File: src/rtl/cdp1802_dma_responder.sv
// CDP1802 machine-cycle sequencer: fetch/execute/DMA-out/interrupt state codes,
// 8-tick cycle timing, R0-addressed DMA-out byte delivery and interrupt acknowledge.
module cdp1802_dma_responder (
  input  logic        clk,
  input  logic        reset,
  input  logic        clk_enable,
  input  logic        dma_out_n,
  input  logic        int_req,
  input  logic        exec_extend,
  input  logic [15:0] cpu_addr,
  input  logic [7:0]  mem_data_in,
  input  logic        ie_set,
  input  logic        ie_clr,
  input  logic        r0_load,
  input  logic [15:0] r0_load_value,
  output logic [1:0]  sc,
  output logic [15:0] mem_addr,
  output logic        mem_rd,
  output logic [7:0]  dma_data,
  output logic        dma_strobe,
  output logic [15:0] r0_value,
  output logic        ie,
  output logic        int_ack,
  output logic [2:0]  tick
);

  typedef enum logic [1:0] {
    S0_FETCH = 2'b00,
    S1_EXEC  = 2'b01,
    S2_DMA   = 2'b10,
    S3_INT   = 2'b11
  } state_t;

  state_t      r_state, w_state_nxt;
  logic [2:0]  r_tick;
  logic [15:0] r_r0;
  logic        r_ie;
  logic [7:0]  r_dma_data;
  logic        r_dma_strobe;
  logic        r_int_ack;

  logic w_boundary, w_dma_xfer, w_int_take;

  assign w_boundary = clk_enable && (r_tick == 3'd7);
  assign w_dma_xfer = clk_enable && (r_tick == 3'd6) && (r_state == S2_DMA);
  assign w_int_take = clk_enable && (r_tick == 3'd6) && (r_state == S3_INT);

  // Requests are only looked at on the boundary, so mid-cycle glitches never count.
  always_comb begin
    w_state_nxt = r_state;
    if (w_boundary) begin
      unique case (r_state)
        S0_FETCH: w_state_nxt = S1_EXEC;
        S1_EXEC: begin
          if (!dma_out_n)          w_state_nxt = S2_DMA;
          else if (int_req && r_ie) w_state_nxt = S3_INT;
          else if (exec_extend)    w_state_nxt = S1_EXEC;
          else                     w_state_nxt = S0_FETCH;
        end
        S2_DMA: begin
          if (!dma_out_n)          w_state_nxt = S2_DMA;
          else if (int_req && r_ie) w_state_nxt = S3_INT;
          else                     w_state_nxt = S0_FETCH;
        end
        S3_INT: begin
          if (!dma_out_n)          w_state_nxt = S2_DMA;
          else                     w_state_nxt = S0_FETCH;
        end
        default:                   w_state_nxt = S0_FETCH;
      endcase
    end
  end

  always_ff @(posedge clk) begin
    if (reset) r_state <= S1_EXEC;
    else       r_state <= w_state_nxt;
  end

  always_ff @(posedge clk) begin
    if (reset) begin
      r_tick       <= 3'd0;
      r_r0         <= 16'h0000;
      r_ie         <= 1'b1;
      r_dma_data   <= 8'h00;
      r_dma_strobe <= 1'b0;
      r_int_ack    <= 1'b0;
    end else begin
      r_dma_strobe <= w_dma_xfer;
      r_int_ack    <= w_int_take;
      if (clk_enable) begin
        r_tick <= r_tick + 3'd1;
        if (r0_load)         r_r0 <= r0_load_value;
        else if (w_dma_xfer) r_r0 <= r_r0 + 16'd1;
        if (w_dma_xfer) r_dma_data <= mem_data_in;
        // Interrupt entry and ie_clr both beat a simultaneous ie_set.
        if (w_int_take || ie_clr) r_ie <= 1'b0;
        else if (ie_set)          r_ie <= 1'b1;
      end
    end
  end

  assign sc         = r_state;
  assign tick       = r_tick;
  assign mem_addr   = (r_state == S2_DMA) ? r_r0 : cpu_addr;
  assign mem_rd     = (r_state == S2_DMA) && (r_tick >= 3'd1) && (r_tick <= 3'd5);
  assign dma_data   = r_dma_data;
  assign dma_strobe = r_dma_strobe;
  assign r0_value   = r_r0;
  assign ie         = r_ie;
  assign int_ack    = r_int_ack;

endmodule

File: config.mk
export PLATFORM = sky130hd
export DESIGN_NAME = cdp1802_dma_responder
export DESIGN_NICKNAME = d
export VERILOG_FILES = /design/src/rtl/cdp1802_dma_responder.sv
export SDC_FILE = /design/constraint.sdc
export NUM_CORES = 1
export LEC_CHECK = 0
export CAP_MARGIN = 20
export CORE_MARGIN = 5
export CORE_UTILIZATION = 45
export CTS_CLUSTER_DIAMETER = 150
export DETAILED_ROUTE_END_ITERATION = 7
export DONT_BUFFER_PORTS = 1
export GPL_TIMING_DRIVEN = 0
export PLACE_DENSITY_LB_ADDON = 0.2
export SYNTH_ARGS = -nofsm -noshare
export SYNTH_HDL_FRONTEND = slang
export SYNTH_SLANG_ARGS = --single-unit
File: constraint.sdc
create_clock -name clk -period 3.5 [get_ports clk]
set_input_delay 1.05 -clock clk [delete_from_list [all_inputs] [get_ports clk]]
set_output_delay 1.05 -clock clk [all_outputs]
set_load 0.01 [all_outputs]
==> flow_metrics.py <==
metrics = {
    "power": {
        "ir_worst_vdd_mv": 0.253,
        "power-per-cell-area_nw_per_um2": 384,
        "total_leakage_power_nw": 0.680,
    },
    "routing": {
        "postRouteAntennaNets": 0,
        "finalWirelength_um": 5300,
        "drt-wirelength-per-cell_um": 18.8,
        "drt_first_iter_violations": 128,
        "drcViolationCount": 0,
        "first_pass_detailed_route_iteration_total": 4,
        "routed_via_density": 6.23,
        "vias": 1756,
    },
    "critical_path": {
        "critical_path.endpoint_type": "output pin",
        "worstPathCellList": "nand2b_1 -> buf_2 -> buf_2 -> mux2_2",
        "critical_path.max_stage_delay_ps": 490,
        "most_frequent_cell_on_the_critical_path": "buf_2",
        "crit_fanout": 10,
        "crit_path_start": "sc[0]",
        "critical_path_class": "flip-flop to output pin",
        "worstSetupStartpointType": "flip-flop",
        "crit_required_ps": 2450,
        "timing.critical_path.slowest_stage_cell": "dfxtp_1",
        "data_arrival_at_the_endpoint_of_the_critical_path_ps": 1950,
        "r2r-start": "tick[1]",
    },
    "cts": {
        "cts_hold_buf": 0,
        "post_cts_clock_slew_at_the_launch_and_capture_registers_of_the_worst_setup_and_hold_paths_ps": 70,
        "buffers_inserted_during_post_cts_setup_optimization": 0,
        "cts_inserted_buffers": 5,
        "clockBufferDepth": 2,
        "clk_root_buffer_cell": "clkbuf_8",
        "clkSinkCount": 32,
        "cts.htree.levels": 2,
        "insertion_delay_of_the_later_clocked_pin_in_the_worst_skew_pair_ps": 280,
        "post_cts_resize_count": 0,
        "tritoncts_clock_tree": "done",
    },
    "layout": {
        "diodes": 0,
        "ratio_of_cells_with_drive_above_1_in_the_final_layout_pct": 13.8,
        "nets": 285,
        "post-route-cell-area_um2": 2040,
        "fillerInstances": 396,
        "syn_to_final_growth_pct": 8.24,
    },
    "die": {
        "floorplan.core_area_um2": 4030,
        "dieHeight_um": 74.7,
        "effective_utilization_at_floorplan_pct": 46.7,
        "die_x_um": 74.7,
        "io-pin-count": 98,
        "placement_rows": 23,
        "die_area_um2": 5580,
    },
    "hold_path": {
        "hold_start": "dma_data[2]",
        "hold_path_class": "flip-flop to flip-flop",
    },
    "synth": {
        "synth_cells": 224,
        "avgSynthCellArea_um2": 8.41,
        "synthesis.area_um2": 1880,
        "synth_fp_nets": 278,
        "netlist.top_cell.by_area": "dfxtp_1",
        "yosysWarnings": 0,
        "most_numerous_cell_in_the_yosys_netlist": "dfxtp_1",
        "synth_flop_cell": "dfxtp_1",
        "ys_ff_latch": 32,
        "netlist.area_leader.share_pct": 34.0,
        "proportion_of_synthesized_flip_flops_having_asynchronous_set_or_reset_pct": 0,
        "synth_cell_types": 46,
        "count_of_flip_flops_with_a_built_in_enable_after_synthesis": 0,
        "seq_area_frac_synth_pct": 34.0,
        "yosys-top-cells-area": "dfxtp_1, mux2_2, mux2i_1",
        "ys_top_cells_by_count": "dfxtp_1, nor2_1, nand2_1",
    },
    "placement": {
        "place.detailed.hpwl_um": 3880,
        "rd_place_congestion": 0.788,
        "place.port_buffers": 0,
        "detailed_place.area_um2": 1950,
    },
    "grt": {
        "global_route.usage.total_pct": 19.2,
        "grt_first_pass_wirelength_um": 8130,
        "grt_antenna_before_repair": 0,
        "grt-ovfl-total": 0,
        "grt_pass1_vias": 1600,
        "grt_max_degree": 11,
    },
    "sta": {
        "setup_tns_ps": 0,
        "slew_headroom_pct": 57.8,
        "report.final.setup_viol": 0,
        "timing_worst_slew_pin_value_ps": 628,
        "timing.final.max_slew_violations": 0,
        "final.period_utilization_pct": 85.7,
        "fin_skew_ps": 2.95,
        "grt_setup_unrepaired": "no",
        "max_freq_ghz": 0.333,
        "fin_crit_ps": 3000,
        "finalHoldViolCount": 0,
    },
    "outcome": {
        "run_status": "complete, no violations",
    },
    "flow_run": {
        "maxCapViolCount": 0,
    },
}
## cells in the final DEF (no fill, tap or decap), types with 2 or more instances in the layout
cell / instances
clkinv_2: 2
nand2_1: 21
a211oi_1: 4
o2bb2ai_1: 2
mux2i_1: 10
mux2_2: 15
a21bo_2: 2
o31ai_1: 2
a22oi_1: 3
a21oi_1: 11
o21ai_0: 12
nor2_1: 26
a31oi_1: 3
buf_2: 2
ha_1: 5
o21a_1: 2
nand4_1: 6
buf_1: 2
a22o_1: 5
nor3_1: 7
a32o_1: 5
nor2b_1: 2
nor4_1: 4
inv_1: 6
clkbuf_1: 9
clkbuf_8: 6
nand3_1: 6
dfxtp_1: 32
## logic make-up (layout without fill, tap and decap cells)
group / after synthesis / after routing / share of synthesized area (%)
AOI/OAI and AO/OA: 59 / 59 / 21.9
xor gates and xnor gates: 1 / 1 / 0.465
adders and majority gates: 5 / 5 / 3.32
buffers and inverters: 19 / 27 / 3.92
DFF: 32 / 32 / 34.0
muxes: 25 / 25 / 14.3
and+or+nand+nor: 83 / 83 / 22.1
## worst paths after layout
check / to / slack (ps) / cells past startpoint
min reg2reg: dma_data[2] / 560 / 2
min: dma_data[2] / 560 / 2
max: mem_addr[12] / 500 / 4
max reg2reg: r0_value[13] / 1420 / 6
## sequential cells by signal, summed over array words and instances (netlist names)
name,count
r0_value,16
dma_data,8
tick,3
sc,2
dma_strobe,1
ie,1
int_ack,1
## layout make-up
cell class	instances	area, µm²	area share, %
clock buffer	6	82.6	4.05
sequential	32	641	31.4
inverter	6	22.5	1.10
clock inverter	2	10.0	0.491
tap	50	62.6	3.07
buffer	13	51.3	2.52
multi-input combinational	173	1170	57.3
## critical path: cells and delay by family (launching register included)
family / cells / cell delay (ps)
mux: 1 / 410
buf+inv: 2 / 590
simple gates: 1 / 180
flops: 1 / 490
## power breakdown
| part | switching (mW) | leakage, nW | total (mW) | internal, mW |
|---|---|---|---|---|
| sequential | 0.0275 | 0.260 | 0.403 | 0.376 |
| combinational | 0.0500 | 0.369 | 0.0840 | 0.0340 |
| clock | 0.139 | 0.0510 | 0.295 | 0.157 |
| total | 0.216 | 0.680 | 0.782 | 0.566 |
## per-layer routing
metal / share of wire, % / wire length, µm / vias up / track usage, %
met5: 0 / 0 / - / 0
met3: 12 / 638 / 5 / 7.88
li1: - / - / 849 / -
met4: 0.87 / 46 / 0 / 4.74
met1: 40 / 2140 / 814 / 25.1
met2: 47 / 2480 / 88 / 29.6
## through the flow
stage,std cells,setup slack (ps),power [mW],hold slack [ps],utilization (%)
finish,282,501,0.782,561,50.6
global placement,274,819,0.495,547,48.3
detailed placement,274,813,0.495,553,48.3
CTS,282,500,0.791,566,50.6
floorplan,224,1070,0.473,531,-
global route,282,391,0.822,607,50.6
(Power assumes the default switching activity.)
